## config.mk

```make
export PLATFORM = sky130hd
export DESIGN_NAME = control_sequencer
export DESIGN_NICKNAME = d
export VERILOG_FILES = /design/src/rtl/control_sequencer.sv
export SDC_FILE = /design/constraint.sdc
export NUM_CORES = 1
export LEC_CHECK = 0
export CORE_ASPECT_RATIO = 0.8
export CORE_MARGIN = 1.5
export CORE_UTILIZATION = 35
export CTS_BUF_LIST = sky130_fd_sc_hd__clkbuf_16
export CTS_CLUSTER_SIZE = 10
export DETAILED_ROUTE_END_ITERATION = 12
export PLACE_DENSITY = 0.8
export SYNTH_ARGS = -nofsm -noshare
export SYNTH_HDL_FRONTEND = slang
export SYNTH_SLANG_ARGS = --single-unit
```

## constraint.sdc

```tcl
create_clock -name clock -period 2.2 [get_ports clock]
set_clock_uncertainty 0.15 [all_clocks]
set_input_delay 0.44 -clock clock [delete_from_list [all_inputs] [get_ports clock]]
set_output_delay 0.44 -clock clock [all_outputs]
set_load 0.005 [all_outputs]
```

## src/rtl/control_sequencer.sv

```systemverilog
// Hardwired control sequencer for the DataPath. Steps through the fetch/execute
// sequence T0..T5 for 3-register ALU instructions and emits every DataPath strobe.
//
// Ports:
//   clock, clear       single rising-edge clock; asynchronous active-high reset
//   IR                 instruction register contents (opcode = IR[31:27])
//   MD_ready           memory read data valid (only looked at in T1)
//   step               single-step advance (only with CU_SINGLE_STEP_EN defined)
//   PCout .. Rout      DataPath bus-driver / register-enable strobes
//   alu_op             latched opcode, driven only in T4
//   instr_done         one-cycle pulse in T5
//   illegal            one-cycle pulse in T3 on an unsupported opcode
//   run                high while sequencing
//   err                sticky memory-timeout flag, cleared only by clear
//
// Optional feature: define CU_SINGLE_STEP_EN to add the step input and a STEP_WAIT
// state after T5 that holds until step is seen high.
module control_sequencer #(
  parameter int unsigned IR_W        = 32,
  parameter int unsigned MEM_TIMEOUT = 16,
  parameter logic [4:0]  HALT_OPCODE = 5'b11011
) (
  input  logic            clock,
  input  logic            clear,
  input  logic [IR_W-1:0] IR,
  input  logic            MD_ready,
`ifdef CU_SINGLE_STEP_EN
  input  logic            step,
`endif
  output logic            PCout,
  output logic            Zlowout,
  output logic            MDRout,
  output logic            MARin,
  output logic            Zin,
  output logic            PCin,
  output logic            MDRin,
  output logic            IRin,
  output logic            Yin,
  output logic            IncPC,
  output logic            Read,
  output logic            Gra,
  output logic            Grb,
  output logic            Grc,
  output logic            Rin,
  output logic            Rout,
  output logic [4:0]      alu_op,
  output logic            instr_done,
  output logic            illegal,
  output logic            run,
  output logic            err
);

  localparam int unsigned CntW = (MEM_TIMEOUT > 1) ? $clog2(MEM_TIMEOUT) : 1;
  localparam logic [CntW-1:0] CntLast = CntW'(MEM_TIMEOUT - 1);

  typedef enum logic [3:0] {
    StRst, StT0, StT1, StT2, StT3, StT4, StT5, StHalt, StErr
`ifdef CU_SINGLE_STEP_EN
    , StStepWait
`endif
  } state_e;

  state_e          state_q, state_d;
  logic [4:0]      op_q, op_d;
  logic [CntW-1:0] cnt_q, cnt_d;

  logic [4:0] opcode;
  logic       op_halt, op_alu;
  logic       unused_ir;

  assign opcode    = IR[31:27];
  assign unused_ir = ^IR[26:0];
  // Halt takes priority in case HALT_OPCODE is ever set inside the ALU range.
  assign op_halt   = (opcode == HALT_OPCODE);
  assign op_alu    = !op_halt && (opcode >= 5'd3) && (opcode <= 5'd11);

  always_comb begin
    state_d = state_q;
    op_d    = op_q;
    cnt_d   = cnt_q;
    case (state_q)
      StRst: state_d = StT0;
      StT0: begin
        cnt_d   = '0;
        state_d = StT1;
      end
      StT1: begin
        // Data arriving on the timeout cycle still wins over the error.
        if (MD_ready) begin
          state_d = StT2;
        end else if (cnt_q == CntLast) begin
          state_d = StErr;
        end else begin
          cnt_d = cnt_q + CntW'(1);
        end
      end
      StT2: state_d = StT3;
      StT3: begin
        op_d = opcode;
        if (op_halt)     state_d = StHalt;
        else if (op_alu) state_d = StT4;
        else             state_d = StT0;
      end
      StT4: state_d = StT5;
`ifdef CU_SINGLE_STEP_EN
      StT5:       state_d = StStepWait;
      StStepWait: if (step) state_d = StT0;
`else
      StT5: state_d = StT0;
`endif
      StHalt: state_d = StHalt;
      StErr:  state_d = StErr;
      default: state_d = StRst;
    endcase
  end

  always_ff @(posedge clock or posedge clear) begin
    if (clear) begin
      state_q <= StRst;
      op_q    <= '0;
      cnt_q   <= '0;
    end else begin
      state_q <= state_d;
      op_q    <= op_d;
      cnt_q   <= cnt_d;
    end
  end

  // Strobes decode from the registered state; T3 also looks at the freshly loaded IR.
  always_comb begin
    PCout      = 1'b0;
    Zlowout    = 1'b0;
    MDRout     = 1'b0;
    MARin      = 1'b0;
    Zin        = 1'b0;
    PCin       = 1'b0;
    MDRin      = 1'b0;
    IRin       = 1'b0;
    Yin        = 1'b0;
    IncPC      = 1'b0;
    Read       = 1'b0;
    Gra        = 1'b0;
    Grb        = 1'b0;
    Grc        = 1'b0;
    Rin        = 1'b0;
    Rout       = 1'b0;
    alu_op     = 5'd0;
    instr_done = 1'b0;
    illegal    = 1'b0;
    run        = 1'b0;
    err        = 1'b0;
    case (state_q)
      StT0: begin
        PCout = 1'b1;
        MARin = 1'b1;
        IncPC = 1'b1;
        Zin   = 1'b1;
        run   = 1'b1;
      end
      StT1: begin
        Zlowout = 1'b1;
        PCin    = 1'b1;
        Read    = 1'b1;
        MDRin   = 1'b1;
        run     = 1'b1;
      end
      StT2: begin
        MDRout = 1'b1;
        IRin   = 1'b1;
        run    = 1'b1;
      end
      StT3: begin
        run = 1'b1;
        if (op_alu) begin
          Grb  = 1'b1;
          Rout = 1'b1;
          Yin  = 1'b1;
        end else if (!op_halt) begin
          illegal = 1'b1;
        end
      end
      StT4: begin
        Grc    = 1'b1;
        Rout   = 1'b1;
        Zin    = 1'b1;
        alu_op = op_q;
        run    = 1'b1;
      end
      StT5: begin
        Zlowout    = 1'b1;
        Gra        = 1'b1;
        Rin        = 1'b1;
        instr_done = 1'b1;
        run        = 1'b1;
      end
`ifdef CU_SINGLE_STEP_EN
      StStepWait: run = 1'b1;
`endif
      StErr:   err = 1'b1;
      default: ;
    endcase
  end

endmodule

```

# Yosys cells after proc, flatten, opt, wreduce, memory -nomap -nowiden
# Index checks and enable logic that the tools add are counted.
[totals]
regBits = 13
input_bits = 35
out_inout_bits = 25
word_cells = 53
[op_classes]
n_addsub = 1
order_cmp = 2
eq_ne = 13
mux = 24
reduce_logical = 10
[ops]
columns = ["cell", "count"]
rows = [
  ["4-bit one-hot mux with 8 select lines", 1],
  ["4-bit by 3-bit == test with 1-bit output, second input constant", 4],
  ["4-bit two-way mux", 4],
  ["1-bit two-way mux", 14],
  ["4-bit by 2-bit == test with 1-bit output, second input constant", 2],
  ["4-bit == test, second input constant", 2],
  ["4-bit one-hot mux with 2 select lines", 1],
  ["3-bit two-way mux", 2],
  ["2-bit OR reduction", 3],
  ["6-bit OR reduction", 1],
  ["5-bit == test, second input constant", 1],
  ["5-bit by 2-bit greater-or-equal comparator with 1-bit output, second input constant", 1],
  ["5-bit by 4-bit <= comparator with 1-bit output, second input constant", 1],
  ["5-bit two-way mux", 1],
  ["4-bit by 1-bit adder with 4-bit output, second input constant", 1],
  ["4-bit by 1-bit == test with 1-bit output, second input constant", 1],
  ["4-bit logical NOT", 1],
  ["2-bit != test, second input constant", 2],
  ["3-bit != test, second input constant", 1],
  ["3-bit AND reduction", 1],
  ["1-bit logical AND", 2],
  ["1-bit one-hot mux with 2 select lines", 1],
  ["2-bit nonzero test", 1],
  ["1-bit logical NOT", 1],
]

# Logic depth before layout (Yosys ltp)
[depth]
ltp_word = 7
depth_mapped = 4
depth_no_buf = 4

# Worst setup path before layout
# Ideal clock, no wire load.
[synth_timing]
path_type = "register to output"
start = "register state_q[3]"
end = "output port Rout"
arrival_time_ps = 1506
required_ps = 1610
slack_ps = 104
path_stages_with_launch = 5
path_buffers = 1
cell_sequence = "dfrtp_1 buf_2 nor4b_2 o311a_1 or2_2"
[synth_via]
elab_chain_cells = 2
word_cells_on_any_way = 3
classes_between = "eq/ne (2); mux (1)"
[synth_rtl]
columns = ["item", "line_no", "rtl"]
rows = [
  ["start: declaration", "63", "state_e state_q, state_d;"],
  ["start signal: assignment", "119", "state_q <= StRst;"],
  ["start signal: assignment", "123", "state_q <= state_d;"],
  ["4-bit by 3-bit == test with 1-bit output", "152", "case (state_q)"],
  ["1-bit one-hot mux with 2 select lines (*)", "152", ""],
  ["end: declaration", "45", "output logic Rout,"],
]
# Every way passes the cells marked *; elsewhere a longest branch is shown, timed or not.

# Final worst setup path
[layout_timing]
start = "register state_q[0]"
end = "output port Yin"
[layout_via]
elab_chain_cells = 2
[layout_rtl]
columns = ["item", "line_no", "rtl"]
rows = [
  ["4-bit by 3-bit == test with 1-bit output", "152", ""],
  ["1-bit two-way mux", "152", ""],
  ["end: declaration", "38", "output logic Yin,"],
]
# Every way passes these cells.

==> impl_metrics.csv <==
group,metric,value,unit
setup_path,r2r_start,"state_q[0]$_DFFE_PP0P_",
sta,fmax,457,MHz
power_and_ir_drop,switching_power,0.677,mW
routing,drc,0,
sta,setup_viol,0,
setup_path,endpoint,"Yin",
routing,drt_iter0_markers,50,
routing,routed-via-count,952,
floorplanning,dieArea,0.00282,mm2
final_layout,nets,189,
final_layout,multiInputGateArea,515,um2
hold_path,holdCritPathClass,"reg2reg",
sta,worst_slew_pin_slew,0.544,ns
synth,syn_nets,130,
routing,ant_nets,0,
cts,cts_root_buf,"clkbuf_16",
setup_path,worstPathCellList,"buf_6, nor4b_4, o311a_1, buf_4, buf_2",
cts,path_clk_slew,0.05,ns
sta,max_slew_margin,63.7,%
synth,synth_area_per_cell,9.36,um2
power_and_ir_drop,combPwrFrac,60.1,%
synth,ys_types,35,
sta,grt_setup_unrepaired,"yes",
synth,synth_area_leader_cell,"dfrtp_1",
setup_path,cpPeakStageDelay,0.45,ns
synth,ys_warn_count,0,
placement,routabilityCongestion,0.784,
setup_path,r2r_slack,0.19,ns
setup_path,cp_slowest_cell,"dfrtp_2",
cts,h-tree-depth,1,
power_and_ir_drop,power,1.97,mW
cts,clock-sinks,13,
final_layout,syn_to_final_growth,74.1,%
routing,wirelength,2870,um
grt,grt_max_degree,14,
final_layout,final_cell_count_no_fill,188,
floorplanning,die_y,47.8,um
sta,period_share,99.4,%
power_and_ir_drop,leakage,0.830,nW
final_layout,drive_above_1_share,49.3,%
synth,mappedNetlistArea,880,um2
cts,clk_latency,0.25,ns
outcome,outcome,"finished clean",
power_and_ir_drop,p_clk_share,17.8,%
sta,setup_tns,0,ns
grt,grt_util_all_layers,21.9,%
sta,hold_violations,0,
synth,ys_seq_area_share,37.0,%
setup_path,reg2reg_depth,5,
placement,portBuffers,32,
synth,synth_most_common_cell,"dfrtp_1",
synth,synth_top_cell_area_share,37.0,%
grt,first_global_vias,915,
power_and_ir_drop,peakVddDrop,0.000471,V
synth,synthCells,94,
cts,cts_buffers,3,
floorplanning,core_area,0.00242,mm2
job,max_cap_violations,0,
routing,dr.pass1.iters,4,
setup_path,r2r_end,"cnt_q[0]$_DFFE_PP0P_",
routing,via_per_inst,5.06,
grt,grt_pass1_wl,4440,um
synth,synthArstFlopShare,100,%
grt,antenna_found_initial,0,
placement,post-dp-hpwl,1720,um
grt,grt-ovfl-total,0,
synth,synth_enable_flop_cells,0,
setup_path,cp.required,1.61,ns
sta,period_needed,2.19,ns
sta,drv_slew,0,
cts,cts_hold_buf,0,
placement,dp_cells,170,
power_and_ir_drop,internal-power,1.29,mW
final_layout,n_antenna_cell,0,
floorplanning,dieWidth,59.1,um
synth,netlist_top_cells_area,"dfrtp_1, buf_4, mux2_2, and2_1, mux2i_1",
setup_path,cp.arrival,1.60,ns
setup_path,crit_fanout,5,
routing,wire_per_inst,15.3,um
synth,synth-seq-cells,13,
setup_path,crit_path_start,"state_q[0]$_DFFE_PP0P_",
synth,synth_common_cells,"dfrtp_1, buf_4, nor2_1",
power_and_ir_drop,p_seq_share,22.1,%
cts,cts_tree,"done",
final_layout,fillCellCount,186,
floorplanning,start_util,36.3,%
floorplanning,rows,16,
setup_path,worstSetupEndpointType,"primary output",
power_and_ir_drop,powerDensity,1280,mW/mm2
cts,clk_path_buf_depth,2,
synth,synth_ff_type,"dfrtp_1",
setup_path,start_kind,"flip-flop",
final_layout,regArea,329,um2
floorplanning,io_pins,60,
setup_path,critPathKind,"reg2out",
power_and_ir_drop,p_sw_share,34.4,%
-- critical path: cells and delay by family, from the launching register on --
kind | cells | cell delay, ns
and+or+nand+nor | 1 | 0.31
DFF | 1 | 0.45
AOI/OAI and AO/OA | 1 | 0.23
buffers and inverters | 3 | 0.37
-- timing repair --
action / CTS / global route
gates resized for setup: 62 / 29
pin swaps: 6 / 7
setup buffers: 15 / 0
setup endpoints to repair: 25 / 17
-- flip-flops by register name, indices dropped and copies added, names as in the netlist --
name and cells:
op_q 5, cnt_q 4, state_q 4
-- power by group through the flow --
stage | combinational, mW | sequential, mW | clock, mW
after detailed placement | 0.946 | 0.430 | 0
after CTS | 1.12 | 0.418 | 0.355
after global routing | 1.28 | 0.447 | 0.371
after floorplan | 0.517 | 0.391 | 0
after global placement | 0.901 | 0.422 | 0
final | 1.18 | 0.435 | 0.350
-- final cells by class --
class | count | share of cell area (%)
inverter | 5 | 1.23
clock inverter | 1 | 0.245
tap | 36 | 2.94
timing repair buffer | 66 | 35.5
clock buffer | 3 | 4.90
multi-input combinational | 64 | 33.7
sequential | 13 | 21.5
-- layer usage --
metal  global-route usage (%)  wire length (um)  up-vias
met2                     40.4              1500       46
met1                     24.8              1140      455
met4                     10.5                70        0
met5                        0                 0        -
met3                     4.86               163        9
li1                         -                 -      442
-- placed cells by master, fill, tap and decap left out, drive strengths merged, types with 5 or more instances in the layout --
| master | n |
|---|---|
| dfrtp | 13 |
| buf | 40 |
| mux2 | 5 |
| inv | 6 |
| and2 | 7 |
| nor2 | 8 |
| clkbuf | 11 |
| dlygate4sd2 | 11 |
-- cell families after synthesis --
logic type | after synthesis | synth area share [%]
simple gates | 43 | 30.0
flops | 13 | 37.0
buf+inv | 17 | 11.1
compound gates | 11 | 9.53
fa+ha+maj | 1 | 1.42
mux | 9 | 11.0
-- how the worst min path moves through the flow --
stage	startpoint	endpoint	slack, ns	depth (start not counted)
final	op_q[2]$_DFFE_PP0P_	op_q[2]$_DFFE_PP0P_	0.35	1
after global routing	op_q[1]$_DFFE_PP0P_	op_q[1]$_DFFE_PP0P_	0.36	1
after CTS	op_q[2]$_DFFE_PP0P_	op_q[2]$_DFFE_PP0P_	0.35	1
after floorplan	clear	cnt_q[0]$_DFFE_PP0P_	0.17	1
after global placement	op_q[2]$_DFFE_PP0P_	op_q[2]$_DFFE_PP0P_	0.33	1
after detailed placement	op_q[1]$_DFFE_PP0P_	op_q[1]$_DFFE_PP0P_	0.34	1
-- metrics by stage --
step	setup slack [ns]	hold WS [ns]	util [%]	cell area (um2)
2_1_floorplan	0.104	0.167	-	880
3_3_place_gp	-0.437	0.332	54.3	1320
3_5_place_dp	-0.443	0.341	54.3	1320
4_1_cts	-0.0748	0.348	63.0	1530
5_1_grt	-0.0166	0.364	63.2	1530
6_report	0.0127	0.347	63.2	1530
Power figures use the tool's default switching activity.
